<file path="src/rtl/aes_dec_round_ctrl.sv">
// AES-128 iterative inverse-cipher round sequencer: one round per clock,
// round keys fetched 10..0 from the expanded-key store, inverse S-box bank
// external, inverse MixColumns local, plaintext returned on valid/ready.

// Inverse MixColumns on a full state: row words in, column words out.
module aes_inv_mix_cols (
   input  logic [3:0][31:0] row_i,
   output logic [3:0][31:0] col_o
);

   // Multiply by x in GF(2^8) modulo the AES polynomial.
   function automatic logic [7:0] xtime(input logic [7:0] b);
      return {b[6:0], 1'b0} ^ (b[7] ? 8'h1b : 8'h00);
   endfunction

   // Multiply by a constant k < 16 as a sum of b, 2b, 4b, 8b.
   function automatic logic [7:0] gf_mul(input logic [7:0] b, input logic [3:0] k);
      logic [7:0] x2;
      logic [7:0] x4;
      logic [7:0] x8;
      x2 = xtime(b);
      x4 = xtime(x2);
      x8 = xtime(x4);
      return ({8{k[0]}} & b) ^ ({8{k[1]}} & x2) ^ ({8{k[2]}} & x4) ^ ({8{k[3]}} & x8);
   endfunction

   // Column c gathers byte c of every row word, then applies the 0e/0b/0d/09 matrix.
   for (genvar c = 0; c < 4; c++) begin : g_col
      logic [7:0] a0;
      logic [7:0] a1;
      logic [7:0] a2;
      logic [7:0] a3;
      logic [7:0] b0;
      logic [7:0] b1;
      logic [7:0] b2;
      logic [7:0] b3;

      assign a0 = row_i[0][31-8*c -: 8];
      assign a1 = row_i[1][31-8*c -: 8];
      assign a2 = row_i[2][31-8*c -: 8];
      assign a3 = row_i[3][31-8*c -: 8];

      assign b0 = gf_mul(a0, 4'he) ^ gf_mul(a1, 4'hb) ^ gf_mul(a2, 4'hd) ^ gf_mul(a3, 4'h9);
      assign b1 = gf_mul(a0, 4'h9) ^ gf_mul(a1, 4'he) ^ gf_mul(a2, 4'hb) ^ gf_mul(a3, 4'hd);
      assign b2 = gf_mul(a0, 4'hd) ^ gf_mul(a1, 4'h9) ^ gf_mul(a2, 4'he) ^ gf_mul(a3, 4'hb);
      assign b3 = gf_mul(a0, 4'hb) ^ gf_mul(a1, 4'hd) ^ gf_mul(a2, 4'h9) ^ gf_mul(a3, 4'he);

      assign col_o[c] = {b0, b1, b2, b3};
   end

endmodule

// Round sequencer top.
module aes_dec_round_ctrl (
   input  logic         sys_clk,
   input  logic         sys_rst_n,
   input  logic         key_ready,
   input  logic         in_valid,
   output logic         in_ready,
   input  logic [127:0] in_data,
   output logic [3:0]   rk_addr,
   input  logic [127:0] rk_data,
   output logic [127:0] isb_in,
   input  logic [127:0] isb_out,
   output logic         out_valid,
   input  logic         out_ready,
   output logic [127:0] out_data
);

   localparam int unsigned BLK_W = 128;
   localparam int unsigned RK_AW = 4;
   localparam int unsigned RND_W = 4;
   localparam int unsigned NR    = 10;

   typedef enum logic [2:0] {
      IDLE  = 3'd0,
      INIT  = 3'd1,
      ROUND = 3'd2,
      FINAL = 3'd3,
      DONE  = 3'd4
   } fsm_e;

   fsm_e             fsm_q, fsm_d;
   logic [BLK_W-1:0] state_q, state_d;
   logic [RND_W-1:0] rnd_q, rnd_d;
   logic [RK_AW-1:0] rk_addr_q, rk_addr_d;
   logic             out_valid_q, out_valid_d;

   logic [BLK_W-1:0] mix_in;
   logic [3:0][31:0] mix_row;
   logic [3:0][31:0] mix_col;
   logic [BLK_W-1:0] mix_state;

   // InvShiftRows: byte s'[r][c] takes s[r][(c-r) mod 4]; pure wiring.
   for (genvar r = 0; r < 4; r++) begin : g_isr_row
      for (genvar c = 0; c < 4; c++) begin : g_isr_col
         assign isb_in[127-8*(4*c+r) -: 8] = state_q[127-8*(4*((c-r+4)%4)+r) -: 8];
      end
   end

   // Round key is added before the mix; pack the sum as row words.
   assign mix_in = isb_out ^ rk_data;

   for (genvar r = 0; r < 4; r++) begin : g_mix_row
      assign mix_row[r] = {mix_in[127-8*r -: 8],
                           mix_in[127-8*(4+r) -: 8],
                           mix_in[127-8*(8+r) -: 8],
                           mix_in[127-8*(12+r) -: 8]};
   end

   aes_inv_mix_cols u_inv_mix_cols (
      .row_i (mix_row),
      .col_o (mix_col)
   );

   // Column words come back in column order, which is the state layout.
   assign mix_state = {mix_col[0], mix_col[1], mix_col[2], mix_col[3]};

   // Next-state, datapath and round-key address sequencing.
   always_comb begin
      fsm_d       = fsm_q;
      state_d     = state_q;
      rnd_d       = rnd_q;
      rk_addr_d   = rk_addr_q;
      out_valid_d = 1'b0;

      unique case (fsm_q)
         IDLE: begin
            rk_addr_d = RK_AW'(NR);
            if (in_valid && in_ready) begin
               state_d = in_data;
               fsm_d   = INIT;
            end
         end
         INIT: begin
            state_d   = state_q ^ rk_data;
            rk_addr_d = RK_AW'(NR - 1);
            rnd_d     = RND_W'(NR - 1);
            fsm_d     = ROUND;
         end
         ROUND: begin
            state_d = mix_state;
            if (rnd_q == RND_W'(1)) begin
               rk_addr_d = '0;
               rnd_d     = '0;
               fsm_d     = FINAL;
            end else begin
               rk_addr_d = rk_addr_q - RK_AW'(1);
               rnd_d     = rnd_q - RND_W'(1);
            end
         end
         FINAL: begin
            state_d     = isb_out ^ rk_data;
            rk_addr_d   = RK_AW'(NR);
            out_valid_d = 1'b1;
            fsm_d       = DONE;
         end
         DONE: begin
            out_valid_d = 1'b1;
            if (out_ready) begin
               out_valid_d = 1'b0;
               fsm_d       = IDLE;
            end
         end
         default: begin
            fsm_d = IDLE;
         end
      endcase
   end

   // State registers; reset aborts any block in flight.
   always_ff @(posedge sys_clk or negedge sys_rst_n) begin
      if (!sys_rst_n) begin
         fsm_q       <= IDLE;
         state_q     <= '0;
         rnd_q       <= '0;
         rk_addr_q   <= RK_AW'(NR);
         out_valid_q <= 1'b0;
      end else begin
         fsm_q       <= fsm_d;
         state_q     <= state_d;
         rnd_q       <= rnd_d;
         rk_addr_q   <= rk_addr_d;
         out_valid_q <= out_valid_d;
      end
   end

   // Acceptance is only possible from IDLE with a complete key schedule.
   assign in_ready  = (fsm_q == IDLE) && key_ready;
   assign rk_addr   = rk_addr_q;
   assign out_valid = out_valid_q;
   assign out_data  = state_q;

endmodule

</file>
<file path="config.mk">
export PLATFORM = sky130hd
export DESIGN_NAME = aes_dec_round_ctrl
export DESIGN_NICKNAME = d
export VERILOG_FILES = /design/src/rtl/aes_dec_round_ctrl.sv
export SDC_FILE = /design/constraint.sdc
export NUM_CORES = 1
export LEC_CHECK = 0
export BUFFER_PORTS_ARGS = -buffer_cell sky130_fd_sc_hd__buf_2
export CAP_MARGIN = 25
export CORE_AREA = 2 2 256 258
export CTS_CLUSTER_SIZE = 14
export DETAILED_ROUTE_END_ITERATION = 16
export DIE_AREA = 0 0 258 260
export GPL_TIMING_DRIVEN = 0
export SLEW_MARGIN = 0
export SYNTH_ARGS = -nofsm -noshare
export SYNTH_HDL_FRONTEND = slang
export SYNTH_SLANG_ARGS = --single-unit
</file>
<file path="constraint.sdc">
create_clock -name sys_clk -period 6.6 [get_ports sys_clk]
set_clock_uncertainty 0.2 [all_clocks]
set_input_delay 0.99 -clock sys_clk [delete_from_list [all_inputs] [get_ports sys_clk]]
set_output_delay 0.99 -clock sys_clk [all_outputs]
set_load 0.03 [all_outputs]
</file>
* After elaboration in Yosys (flattened, before gate mapping)
Cells that the tools add are included.
** Storage, ports and cells
- Register bits :: 140
- Input port bits :: 389
- Word-level logic and storage cells :: 294
- Output and inout port bits :: 262
** Operators by class
- Reductions and logical operators :: 9
- Equal/unequal tests :: 8
- Multiplexer cells :: 60
- Bitwise gates (word level) :: 210
- $add $sub $neg :: 2
** Operator list (count)
- $xor 8x8->8 :: 196
- $pmux 128 s4 :: 1
- $xor 128x128->128 :: 2
- $mux 5 :: 48
- $mux 128 :: 1
- $xor 8x5->8 :: 12
- $pmux 3 s5 :: 1
- $pmux 4 s3 :: 1
- $mux 3 :: 3
- $mux 4 :: 2
- $pmux 4 s2 :: 1
- $sub 4x1->4 const B :: 2
- $eq 3x2->1 const B :: 2
- $ne 2x2->1 const B :: 3
- $eq 4x1->1 const B :: 1
- $reduce_bool 4->1 :: 1
- $eq 3x1->1 const B :: 1
- $eq 3x3->1 const B :: 1
- $logic_not 3->1 :: 1
- $reduce_and 3->1 :: 1
- $reduce_bool 3->1 :: 1
- $logic_and 1x1->1 :: 2
- $pmux 1 s2 :: 1
- $reduce_and 2->1 :: 1
- other kinds (3) :: 3

* Logic depth before layout (Yosys ltp)
- Word-level depth :: 12
- Gate-level depth with buffers :: 10
- Mapped depth without buffers :: 7

* Modules after synthesis
Synthesis repeated with hierarchy kept, for this count alone.
** Unflattened totals
- Cell total of the unflattened synthesis :: 2297
- Area total of the unflattened synthesis :: 21399.3 um^2
** Modules (own cells, without submodules)
- aes_dec_round_ctrl :: instances 1, cells each 1484, area an instance 12565.8 um^2, sequential area each 3505.9 um^2
- aes_inv_mix_cols :: instances 1, cells each 813, area an instance 8833.5 um^2, sequential area each 0.0 um^2

* Worst setup path before layout
No wires, ideal clock.
- Kind :: in2reg
- Start :: input rk_data[15]
- End :: register state_q[19] (netlist: out_data[19])
- Data required time :: 6272 ps
- Path slack :: 3093 ps
- Path buffers :: 0
- Setup time :: 128 ps
- Stages on the path :: 7
- Arrival :: 3179 ps
- Cell sequence :: xnor2_2 xor3_2 xnor2_1 xnor2_2 xnor3_1 a221oi_1 o21ai_1
** Between the ends
- Longest elaborated chain between the ends :: 9
- Elaborated cells on any way between the ends :: 10
- Those cells by class :: 2 x mux; 8 x bitwise
** Ends and longest elaborated chain
- start, declared :: line 62 : input logic [127:0] rk_data,
- $xor 128x128->128 * :: line 102 : assign mix_in = isb_out ^ rk_data;
- $mux 5 * :: line 13 : return {b[6:0], 1'b0} ^ (b[7] ? 8'h1b : 8'h00);
- $xor 8x8->8 * :: line 13
- $xor 8x5->8 (2 in a row) :: line 13
- $xor 8x8->8 * :: line 24 : return ({8{k[0]}} & b) ^ ({8{k[1]}} & x2) ^ ({8{k[2]}} & x4) ^ ({8{k[3]}} & x8);
- $xor 8x8->8 * (2 in a row) :: line 44 : assign b1 = gf_mul(a0, 4'h9) ^ gf_mul(a1, 4'he) ^ gf_mul(a2, 4'hb) ^ gf_mul(a3, 4'hd);
- $pmux 128 s4 * :: line 127 : unique case (fsm_q)
- end signal, assigned :: line 181 : state_q <= state_d;
- end, declared :: line 84 : logic [BLK_W-1:0] state_q, state_d;
Every way passes the cells marked *; elsewhere a longest branch is shown, timed or not.
A chain may end at the register's enable or synchronous reset.

* Final worst setup path
- Start :: register fsm_q[2]
- End :: output in_ready
** Between the ends
- Longest elaborated chain between the ends :: 2
** Ends and longest elaborated chain
- start, declared :: line 83 : fsm_e fsm_q, fsm_d;
- start signal, assigned :: line 180 : fsm_q <= fsm_d;
- $logic_not 3->1 :: line 189 : assign in_ready = (fsm_q == IDLE) && key_ready;
- $logic_and 1x1->1 :: line 189
- end, declared :: line 59 : output logic in_ready,
Every way passes these cells.

==> impl_metrics.toml <==
[run_status]
status = "finished, final reports clean"

[logic_synthesis]
syn_inst = 2228
synth_xor_area_share_pct = 54.6
synth_fp_nets = 2620
synth.yosys.seq_area_share_pct = 17.1
syn_area_per_cell_um2 = 9.20
mappedNetlistArea_um2 = 20500
synthMuxAreaShare_pct = 0.0488
synthFlopType = "dfrtp_1"
synth_adder_area_share_pct = 0.183
synth_top_family_by_area = "XOR/XNOR gates"
synth_edf_count = 0
ys_ff_latch = 140
synth_cell_types = 52
synth_compound_area_share_pct = 14.9
yosys.area_share.simple_pct = 6.14
async_flop_share_pct = 100
synthesis.yosys.warnings = 0

[min_path]
worstHoldPathType = "input port to asynchronous set/reset pin"

[die]
dieArea_um2 = 67100
core_um2 = 64100
chipWidth_um = 258
start_util_pct = 32.0
row_count = 93
die_y_um = 260
io-pin-count = 651

[global_route]
grt_pass1_wl_um = 149000
track_usage_pct = 31.9
antenna_found_initial = 16
grt_max_degree = 96
overflow = 0
grt_pass1_vias = 19500

[drt]
dr_wl_met2_um = 51600
wl_met3_um = 8910
vias = 20000
dr.pass1.iters = 5
highest_layer = "met5"
wl_per_cell_um = 28.9
drt-initial-drc-count = 1804
routed_wl_um = 110000
viasPerCell = 5.28
drc = 0
ant_nets = 0
wl_met1_um = 44200

[clock_tree]
cts_hold_buffers = 0
clock_latency_ps = 500
htree_num_levels = 4
cts_root_buf = "clkbuf_16"
cts_buffers = 17
cts.repair.resized = 0
cts_sinks = 140
cts_tree = "yes"
clockBufferDepth = 2
cts_setup_buffers = 0
clk_pin_slew_ps = 70

[critical_path]
critPathLaunchType = "register"
r2r_setup_slack_ps = 2460
rr_startpoint = "fsm_q[0]$_DFFE_PN0P_"
worst_ep_arrival_time_ps = 3400
crit_start = "fsm_q[2]$_DFFE_PN0P_"
r2r-end = "out_data[86]$_DFFE_PN0P_"
setup.worst_path.class = "register to primary output"
crit_fanout = 10
worstPathRequired_ps = 5410
worstSetupEndpointType = "primary output"
reg2reg_depth = 9

[power]
internal_power_mw = 7.11
power_frac_comb_pct = 81.1
p_total_mw = 16.6
cellPowerDensity_nw_per_um2 = 642
p_sw_mw = 9.45
ir_drop_mv = 0.336
clkPwrFrac_pct = 6.7
power_leakage_nw = 11.0
swShare_pct = 57.1
p_seq_share_pct = 12.2

[timing]
worstMarginPinSlew_ps = 1160
hold_violations = 0
slew_headroom_pct = 22.4
setup_slack_ps = 2010
rsz0062_at_grt = "no"
setup_violations = 0
finalCritPeriodShare_pct = 69.5
fin_crit_ps = 4590
slew_violations = 0
fmax_mhz = 218
finalSetupTns_ps = 0

[final_layout]
final_core_util_pct = 40.2
layout.nets = 3312
stdcell_count = 3790
drive_above_1_share_pct = 30.9
area.growth.synth_to_final_pct = 25.8

[placement]
dp_hpwl_um = 88200
placedCellCount = 3756
place.gp.congestion = 0.972
portBuffers = 650
place_ws_ps = 2110

[flow_run]
drv_cap = 0
==> worst max-delay path, cell delays in order, from the launching register on <==
cell and delay [ps]:
dfrtp_1 450, clkbuf_1 590, clkbuf_1 610, clkbuf_1 730, nor3b_1 240, buf_2 260
==> routing by layer <==
metal | vias up | GRT usage (%)
met1 | 9872 | 40.4
met5 | - | 0
met2 | 1109 | 52.9
li1 | 8810 | -
met4 | 10 | 13.7
met3 | 194 | 6.08
==> power by group through the flow <==
stage               logic (mW)  registers, mW  clock network, mW
global placement          13.0           2.02                  0
global route              14.1           2.08               1.15
finish                    13.4           2.02               1.11
detailed placement        13.3           2.02                  0
CTS                       13.3           2.01               1.13
floorplan                 8.04           2.63                  0
==> cell families (layout without fill, tap and decap cells) <==
kind of cell,Yosys count,after routing
compound gates,497,497
xor+xnor,1036,1036
fa+ha+maj,3,3
buf+inv,247,952
flops,140,140
mux,1,1
other cells,0,2
simple gates,304,304
==> cell usage in the layout (no fill, tap or decap), drive strengths merged, types with 53 or more instances in the layout <==
| cell | n |
|---|---|
| nand2 | 198 |
| dfrtp | 138 |
| a221oi | 74 |
| xor2 | 154 |
| a21oi | 55 |
| clkbuf | 123 |
| xnor3 | 103 |
| xnor2 | 767 |
| nor2 | 53 |
| buf | 812 |
| o21ai | 258 |
==> registers in the layout (all words and copies together) (netlist names) <==
signal / flops
fsm_q: 3
out_data: 128
out_valid: 1
rk_addr: 4
rnd_q: 4
==> cell type report <==
type	count	area, um2
clock inverters	10	139
multi-input cells	1841	15600
diodes	2	5.00
repair buffers	673	3590
plain buffers	242	1420
flip-flops and latches	140	3510
clock buffers	22	474
fillers	6602	38300
inverters	5	18.8
well taps	855	1070
==> synth_stat cells (all sizes together), types with 31 or more instances <==
master,count,area [um2]
a221oi,74,648
clkbuf,101,383
nand2,198,743
or3,31,194
xnor2,767,7130
a21oi,55,275
nor2,53,199
o21ai,258,1290
dfrtp,138,3450
xor2,154,1440
xnor3,103,2330
buf,139,1020
==> how the worst max path moves through the flow <==
stage,cells after the start,endpoint
3_3_place_gp,1,out_data[14]$_DFFE_PN0P_
2_1_floorplan,7,out_data[19]$_DFFE_PN0P_
4_1_cts,5,in_ready
6_report,5,in_ready
3_5_place_dp,8,out_data[67]$_DFFE_PN0P_
5_1_grt,5,in_ready
==> through the flow <==
step | hold WS [ps] | area, um2
4_1_cts | 185 | 25800
3_3_place_gp | 292 | 24800
5_1_grt | 204 | 25800
6_report | 194 | 25800
3_5_place_dp | 311 | 25200
2_1_floorplan | 273 | 20500
No activity file was read; power rests on OpenSTA's default activity.
